==> src/rtl/warp_pkg.sv <==
// Shared warp-pipeline types: ALU opcodes, collector FSM states and source-count helper.
package warp_pkg;

    localparam int unsigned MAX_SRCS = 3;
    localparam int unsigned OPC_W    = 4;

    typedef enum logic [OPC_W-1:0] {
        OP_ADD  = 4'd0,
        OP_SUB  = 4'd1,
        OP_AND  = 4'd2,
        OP_OR   = 4'd3,
        OP_XOR  = 4'd4,
        OP_SLL  = 4'd5,
        OP_SRL  = 4'd6,
        OP_FMA  = 4'd7,
        OP_RELU = 4'd8
    } alu_opcode_e;

    typedef enum logic [1:0] {
        IDLE     = 2'd0,
        READ     = 2'd1,
        LAST     = 2'd2,
        DISPATCH = 2'd3
    } collector_state_e;

    function automatic logic [1:0] num_srcs(input alu_opcode_e op);
        case (op)
            OP_FMA:  return 2'd3;
            OP_RELU: return 2'd1;
            default: return 2'd2;
        endcase
    endfunction

endpackage

==> src/rtl/alu_operand_collector.sv <==
// Gathers up to three source operands through one 1-cycle RF read port and
// hands the operand set to the ALU, keeping collected values fresh from writeback.
module alu_operand_collector
    import warp_pkg::*;
#(
    parameter int unsigned DATA_W  = 32,
    parameter int unsigned RADDR_W = 5
) (
    input  logic               clk,
    input  logic               rst_n,
    input  logic               in_valid,
    output logic               in_ready,
    input  alu_opcode_e        in_opcode,
    input  logic [RADDR_W-1:0] in_src1,
    input  logic [RADDR_W-1:0] in_src2,
    input  logic [RADDR_W-1:0] in_src3,
    input  logic [RADDR_W-1:0] in_dst,
    output logic               rf_rd_en,
    output logic [RADDR_W-1:0] rf_rd_addr,
    input  logic [DATA_W-1:0]  rf_rd_data,
    input  logic               wb_valid,
    input  logic [RADDR_W-1:0] wb_addr,
    input  logic [DATA_W-1:0]  wb_data,
    output logic               out_valid,
    input  logic               out_ready,
    output alu_opcode_e        out_opcode,
    output logic [DATA_W-1:0]  out_operand1,
    output logic [DATA_W-1:0]  out_operand2,
    output logic [DATA_W-1:0]  out_operand3,
    output logic [RADDR_W-1:0] out_dst
);

    collector_state_e     state_q, state_d;
    logic                 in_ready_q, in_ready_d;
    logic                 rf_rd_en_q, rf_rd_en_d;
    logic [RADDR_W-1:0]   rf_rd_addr_q, rf_rd_addr_d;
    logic [1:0]           rd_slot_q, rd_slot_d;
    logic [1:0]           n_q, n_d;
    logic                 pend_q, pend_d;
    logic [1:0]           pend_slot_q, pend_slot_d;
    logic [MAX_SRCS-1:0]  issued_q, issued_d;
    logic                 out_valid_q, out_valid_d;
    alu_opcode_e          opcode_q, opcode_d;
    logic [RADDR_W-1:0]   dst_q, dst_d;
    logic [RADDR_W-1:0]   src_q [MAX_SRCS];
    logic [RADDR_W-1:0]   src_d [MAX_SRCS];
    logic [DATA_W-1:0]    slot_q [MAX_SRCS];
    logic [DATA_W-1:0]    slot_d [MAX_SRCS];

    always_comb begin
        state_d      = state_q;
        in_ready_d   = in_ready_q;
        rf_rd_en_d   = 1'b0;
        rf_rd_addr_d = '0;
        rd_slot_d    = rd_slot_q;
        n_d          = n_q;
        pend_d       = rf_rd_en_q;
        pend_slot_d  = rd_slot_q;
        issued_d     = issued_q;
        out_valid_d  = out_valid_q;
        opcode_d     = opcode_q;
        dst_d        = dst_q;
        src_d        = src_q;
        slot_d       = slot_q;

        // RF data lands one cycle after the read; a writeback seen after issue overrides it.
        for (int unsigned j = 0; j < MAX_SRCS; j++) begin
            if (rf_rd_en_q && rd_slot_q == 2'(j)) begin
                issued_d[j] = 1'b1;
            end
            if (state_q != IDLE) begin
                if (pend_q && pend_slot_q == 2'(j)) begin
                    slot_d[j] = rf_rd_data;
                end
                if (issued_q[j] && wb_valid && src_q[j] == wb_addr) begin
                    slot_d[j] = wb_data;
                end
            end
        end

        case (state_q)
            IDLE: begin
                in_ready_d = 1'b1;
                if (in_valid && in_ready_q) begin
                    state_d      = READ;
                    in_ready_d   = 1'b0;
                    opcode_d     = in_opcode;
                    dst_d        = in_dst;
                    src_d[0]     = in_src1;
                    src_d[1]     = in_src2;
                    src_d[2]     = in_src3;
                    n_d          = num_srcs(in_opcode);
                    slot_d       = '{default: '0};
                    issued_d     = '0;
                    rf_rd_en_d   = 1'b1;
                    rf_rd_addr_d = in_src1;
                    rd_slot_d    = 2'd0;
                end
            end
            READ: begin
                if (rd_slot_q + 2'd1 == n_q) begin
                    state_d = LAST;
                end else begin
                    rf_rd_en_d = 1'b1;
                    rd_slot_d  = rd_slot_q + 2'd1;
                    for (int unsigned j = 0; j < MAX_SRCS; j++) begin
                        if (2'(j) == rd_slot_q + 2'd1) begin
                            rf_rd_addr_d = src_q[j];
                        end
                    end
                end
            end
            LAST: begin
                state_d     = DISPATCH;
                out_valid_d = 1'b1;
            end
            DISPATCH: begin
                if (out_ready) begin
                    state_d     = IDLE;
                    out_valid_d = 1'b0;
                    in_ready_d  = 1'b1;
                end
            end
            default: state_d = IDLE;
        endcase
    end

    always_ff @(posedge clk) begin
        if (!rst_n) begin
            state_q      <= IDLE;
            in_ready_q   <= 1'b0;
            rf_rd_en_q   <= 1'b0;
            rf_rd_addr_q <= '0;
            rd_slot_q    <= '0;
            n_q          <= '0;
            pend_q       <= 1'b0;
            pend_slot_q  <= '0;
            issued_q     <= '0;
            out_valid_q  <= 1'b0;
            opcode_q     <= OP_ADD;
            dst_q        <= '0;
            src_q        <= '{default: '0};
            slot_q       <= '{default: '0};
        end else begin
            state_q      <= state_d;
            in_ready_q   <= in_ready_d;
            rf_rd_en_q   <= rf_rd_en_d;
            rf_rd_addr_q <= rf_rd_addr_d;
            rd_slot_q    <= rd_slot_d;
            n_q          <= n_d;
            pend_q       <= pend_d;
            pend_slot_q  <= pend_slot_d;
            issued_q     <= issued_d;
            out_valid_q  <= out_valid_d;
            opcode_q     <= opcode_d;
            dst_q        <= dst_d;
            src_q        <= src_d;
            slot_q       <= slot_d;
        end
    end

    assign in_ready     = in_ready_q;
    assign rf_rd_en     = rf_rd_en_q;
    assign rf_rd_addr   = rf_rd_addr_q;
    assign out_valid    = out_valid_q;
    assign out_opcode   = opcode_q;
    assign out_dst      = dst_q;
    assign out_operand1 = slot_q[0];
    assign out_operand2 = slot_q[1];
    assign out_operand3 = slot_q[2];

endmodule

==> config.mk <==
export PLATFORM = sky130hd
export DESIGN_NAME = alu_operand_collector
export DESIGN_NICKNAME = d
export VERILOG_FILES = /design/src/rtl/warp_pkg.sv /design/src/rtl/alu_operand_collector.sv
export SDC_FILE = /design/constraint.sdc
export NUM_CORES = 1
export LEC_CHECK = 0
export CAP_MARGIN = 20
export CORE_MARGIN = 2
export CORE_UTILIZATION = 43
export DETAILED_ROUTE_END_ITERATION = 7
export HOLD_SLACK_MARGIN = 0.08
export PLACE_DENSITY = 0.76
export SYNTH_ARGS = -nofsm -noshare
export SYNTH_HDL_FRONTEND = slang
export SYNTH_SLANG_ARGS = --single-unit
==> constraint.sdc <==
create_clock -name clk -period 2.1 [get_ports clk]
set_input_delay 0.42 -clock clk [delete_from_list [all_inputs] [get_ports clk]]
set_output_delay 0.42 -clock clk [all_outputs]
set_load 0.01 [all_outputs]
==> results.ini, run 1 <==
[final_layout]
antenna_cells=0
seqCellArea_sq_mm=0.002803
layout-drive-gt1-share_pct=15.04
design_area_sq_mm=0.01024
num-nets-final=1086
syn2layout_area_growth_pct=42.26
fillCellCount=1380
multi_input_area_sq_mm=0.004139

[min_path]
hold-path-cell-count=2
min-delay-start=out_operand2[23]
hold_class=flip-flop to flip-flop
min_to=out_operand2[23]

[global_routing]
grt_start_max_net_pins=61
grt_pass1_vias=6056
grt.total_usage_pct=22.10
gr-total-overflow=0
grt_pass1_wl_microns=31480
antenna_found_initial=1

[run]
max-cap-violations=0

[setup_path]
crit_start=pend_slot_d[1]
cpPeakStageDelay_ns=0.34
cp-end-kind=flip-flop
worst-path-max-fanout=4
r2r-start=pend_slot_d[1]
worstPathRequired_ns=2.41
worstSetupStartpointType=flip-flop
cp.buffers_inverters=1
reg2reg_depth=6
r2r_end=state_q[0]
cp_top_family=compound AO/OA/AOI/OAI gates
worstSetupPathType=flip-flop to flip-flop
r2r_slack_ns=0.26
worstPathCellList=inv_1 > ha_1 > xor2_1 > o21a_1 > a221o_1 > o311a_1
slowest_stage=dfxtp_1
arrival_ns=2.14

[logic_synthesis]
syn_area_sq_mm=0.007201
synth_top_cell_by_area=dfxtp_1
ys_seq_elements=140
synth_area_leaders=dfxtp_1 (39%), mux2i_1 (13%), mux2_2 (13%)
ys_async_sr_fraction_pct=0
ys_top_cells_by_count=nand2_1 (165), dfxtp_1 (140), mux2i_1 (95)
synthesis.nets=884
synthCells=776
synth_edf_count=0
syn_area_per_cell_sq_um=9.279
synth.top_cell.area_share_pct=38.92
synth_ff_type=dfxtp_1
ys_seq_area_share_pct=38.92
synth_most_common_cell=nand2_1
ys_types=40
yosys_warnings=0

[timing]
worst_pin_slew_ns=0.7117
setup-tns-final_ns=0
finalCriticalPeriod_ns=1.838
period_share_pct=87.50
final-max-slew-violation-count=0
timing.fmax_mhz=544.2
setup_violations=0
whs_ns=0.4572
slew_headroom_pct=52.05
hold_violations=0
finClkSkew_ns=0.009205
rsz0062_at_grt=false

[placed_design]
gp_congestion=0.8223
post_dp_cell_area_sq_mm=0.009688
dp_hpwl_microns=13450
io_buffers=210

[clock_tree]
cts_setup_buffers=0
root_buffer=clkbuf_16
ctsResizeCount=0
clk_pin_slew_ns=0.06
cts-hold-fix-buffers=0
cts_tree=done
cts_buffer_depth=2
cts_sinks=140
clock_latency_ns=0.42
cts-buffers-inserted=17
h-tree-depth=4

[die]
die_x_microns=133.4
core_area_sq_mm=0.01647
rows=47
initial_utilization_pct=43.73
die_h_microns=133.4
fp.dieArea_sq_mm=0.01780
top_level_ports=211

[detailed_routing]
via_per_inst=5.178
first_pass_iters=4
wl_per_cell_microns=16.23
wl_microns=19650
vias=6270
drc=0
drtIter0Drc=267
antenna_left=0

[pwr]
max-vdd-ir-drop_v=0.0008345
p_per_area_mw_per_mm2=805.1
p_leak_nw=4.395

[status]
status=finished clean

## state kept, by name, indices dropped and copies added, names as in the netlist
signal,cells
out_dst,5
rf_rd_addr,5
out_operand3,32
out_opcode,4
out_valid,1
out_operand1,32
n_q,2
pend_slot_q,2
issued_q,3
pend_slot_d,2
in_ready,1
out_operand2,32
src_q,15
pend_q,1
rf_rd_en,1
state_q,2
## final cells by class
type                            count  share of cell area (%)
Clock buffer                       21                   4.495
Clock inverter                     11                  0.9283
Inverter                            5                  0.1832
Multi-Input combinational cell    579                   40.41
Sequential cell                   140                   27.36
Tap cell                          220                   2.687
Timing Repair Buffer              235                   23.94
## layout by cell type, fill, tap and decap left out, drive strengths merged, types with 2 or more instances in the layout
| cell | instances |
|---|---|
| nor2b | 5 |
| nor4 | 3 |
| inv | 5 |
| o211ai | 6 |
| a21oi | 11 |
| o21ai | 106 |
| clkinvlp | 3 |
| buf | 25 |
| nand3 | 2 |
| clkdlybuf4s50 | 210 |
| dfxtp | 140 |
| xnor2 | 4 |
| and2 | 3 |
| mux2 | 95 |
| nand2b | 7 |
| and3 | 2 |
| xor2 | 13 |
| clkinv | 7 |
| nand2 | 165 |
| mux2i | 95 |
| a21boi | 27 |
| nor2 | 7 |
| ha | 10 |
| or2 | 2 |
| nand4 | 3 |
| clkbuf | 21 |
| o21a | 2 |
## per-layer routing
metal,GRT usage (%),wire length [microns],vias up
met5,0,0,-
met4,7.801,443,0
met3,6.050,1130,30
met2,36.14,9094,172
met1,28.10,8986,2957
li1,-,-,3111
## through the flow
stage          power, mW  std cells  utilization (%)  setup slack [ns]
2_1_floorplan      4.432        776                -            0.1216
3_3_place_gp       5.444       1179            58.84           -0.1430
3_5_place_dp       5.465       1179            58.84           -0.1802
4_1_cts            8.302       1211            62.21            0.2515
5_1_grt            8.655       1211            62.21            0.1227
6_report           8.248       1211            62.21            0.2625
## where the power goes
group	switching [mW]	total [mW]	internal (mW)
Combinational	1.36	2.41	1.05
Clock	1.16	2.84	1.68
Sequential	0.151	3.00	2.85
Total	2.66	8.25	5.59
## cell families after synthesis
kind of cell             share of synthesized area [%]
AO/OA/AOI/OAI                                    12.65
XOR/XNOR                                         2.068
adder cells (fa/ha/maj)                          1.738
buffers and inverters                            4.101
flip-flops                                       38.92
multiplexers                                     28.06
AND/OR/NAND/NOR                                  12.46
## worst register-to-register path: stages, from the launching register on
cell     delay, ns
dfxtp_1       0.34
inv_1         0.09
ha_1          0.32
xor2_1        0.16
o21a_1        0.21
a221o_1       0.32
o311a_1       0.30
## worst max-delay path by stage
stage | endpoint | slack [ns] | cells past startpoint
2_1_floorplan | state_q[0] | 0.12 | 6
3_3_place_gp | out_operand1[31] | -0.14 | 7
3_5_place_dp | out_operand2[18] | -0.18 | 7
4_1_cts | out_operand2[18] | 0.25 | 7
5_1_grt | out_operand3[12] | 0.12 | 6
6_report | state_q[0] | 0.26 | 6
Note: power is estimated with default switching activity, not from simulation.
==> run 2: changes to the inputs <==
Settings changed: PLACE_DENSITY 0.76 to 0.77.
==> run 2 against run 1 <==
Net effect: wire length rose by 1.7%; total power up 5.8%; critical path type is now input port to flip-flop; sequential cell count is the same; via count fell by 1.2%; non-clock buffer count fell by 3; sequential power about the same; largest power group is now clock; clock-buffer cell count rose by 1; die area stayed put; final cell count shrank 0.25%.
==> results.ini, run 2 (synthesis gave the netlist of run 1 again) <==
[status]
status=finished clean

[final_layout]
final_common_cell=clkdlybuf4s50_1
layout-drive-gt1-share_pct=14.68
antenna_cells=0
layout_common_cells=clkdlybuf4s50_1 (210), nand2_1 (165), dfxtp_1 (140)
design_area_sq_mm=0.01029
num-nets-final=1083
syn2layout_area_growth_pct=42.92

[timing]
worst_pin_slew_ns=0.7194
whs_ns=0.4573
finalCriticalPeriod_ns=1.870
setup_violations=0
timing.fmax_mhz=534.9
finClkSkew_ns=0.009271
final-max-slew-violation-count=0
rsz0062_at_grt=false
worst_slack_ns=0.2304
hold_violations=0
period_share_pct=89.03
slew_headroom_pct=51.54

[detailed_routing]
drc=0
vias=6196
first_pass_iters=4
drtIter0Drc=299
wl_microns=19990
antenna_left=0
wl_per_cell_microns=16.55
via_per_inst=5.129

[global_routing]
gr-max-usage-layer=met2
met2_usage_pct=38.17
grt_start_max_net_pins=50
gr-usage-met1_pct=28.64
gr-total-overflow=0
met3_usage_pct=5.403
grt_pass1_vias=6102
grt_pass1_wl_microns=32050
antenna_found_initial=0
grt.total_usage_pct=22.67

[placed_design]
post_dp_cell_area_sq_mm=0.009641
dp_slack_ns=-0.1624
io_buffers=210
dp_hpwl_microns=13400
gp_congestion=0.8048

[setup_path]
worstSetupStartpointType=input port
worstSetupPathType=input port to flip-flop
worst-path-max-fanout=33
cp-end-kind=flip-flop
slowest_stage=clkdlybuf4s50_1
arrival_ns=2.17
r2r_slack_ns=0.29
cpPeakStageDelay_ns=0.49
worstPathCellList=clkdlybuf4s50_1 > xor2_1 > nor4_2 > nand4_4 > buf_12 > mux2i_1 > o21ai_1
worstPathRequired_ns=2.40

[clock_tree]
cts-hold-fix-buffers=0
cts_tree=done
cts_buffer_depth=2
h-tree-depth=4
cts_sinks=140
cts_setup_buffers=0
ctsResizeCount=0
root_buffer=clkbuf_16
clk_pin_slew_ns=0.06
cts-buffers-inserted=17
clock_latency_ns=0.42

[pwr]
combPwrFrac_pct=27.4
p_leak_nw=4.410
p_seq_share_pct=34.4
max-vdd-ir-drop_v=0.0006285
p_sw_mw=2.659
p_per_area_mw_per_mm2=848.0
switching_share_pct=30.47
p_clk_share_pct=38.2
p_int_mw=6.068

[die]
rows=47
top_level_ports=211
initial_utilization_pct=43.73
fp.dieArea_sq_mm=0.01780
die_x_microns=133.4
core_area_sq_mm=0.01647
die_h_microns=133.4

[min_path]
hold_class=flip-flop to flip-flop

[run]
max-cap-violations=0

[run 2: cell types whose count changed in the layout (fill, tap and decap cells not counted)]
cell / previous run / this run
bufinv_16: 1 / 5
inv_6: 0 / 1
clkinv_2: 5 / 1
clkbuf_1: 2 / 3
buf_12: 13 / 11
clkinv_4: 2 / 0
buf_4: 12 / 11
[run 2: per-stage QoR]
stage	instances	total power [mW]	util (%)	TNS [ns]
after floorplan	776	4.432	-	0
after detailed placement	1176	5.462	58.55	-11.66
after global routing	1208	9.149	62.50	0
after CTS	1208	8.798	62.50	0
final	1208	8.726	62.50	0
after global placement	1176	5.440	58.55	-8.539
[run 2: path summary, 6_finish.rpt]
path | depth (start not counted) | end | from
hold / removal | 2 | out_operand1[20] | out_operand1[20]
hold reg to reg | 2 | out_operand1[20] | out_operand1[20]
setup reg to reg | 6 | state_q[0] | pend_slot_d[1]
setup / recovery | 7 | out_operand2[17] | wb_addr[3]
[run 2: power groups by stage]
stage | registers (mW) | logic (mW) | clock network [mW]
6_report | 3.01 | 2.39 | 3.33
5_1_grt | 3.03 | 2.63 | 3.49
4_1_cts | 3.01 | 2.41 | 3.38
3_5_place_dp | 3.06 | 2.40 | 0
3_3_place_gp | 3.06 | 2.38 | 0
2_1_floorplan | 3.08 | 1.35 | 0
[run 2: layout make-up]
class | instances | area, sq um
fillers | 1439 | 6175
multi-input cells | 579 | 4139
flip-flops and latches | 140 | 2803
repair buffers | 232 | 2405
clock buffers | 22 | 464.2
well taps | 220 | 275.3
clock inverters | 10 | 186.4
inverters | 5 | 18.77
[run 2: routing by layer]
| layer | wire length [microns] | share of wire (%) |
|---|---|---|
| met5 | 0 | 0 |
| met3 | 1025 | 5.1 |
| met1 | 9053 | 45 |
| met2 | 9564 | 48 |
| met4 | 348 | 1.7 |
[run 2: worst max-delay path, delay by kind of cell]
family | cells | cell delay (ns)
xor gates and xnor gates | 1 | 0.19
and+or+nand+nor | 2 | 0.50
muxes | 1 | 0.23
buffers and inverters | 2 | 0.71
AOI/OAI and AO/OA | 1 | 0.09
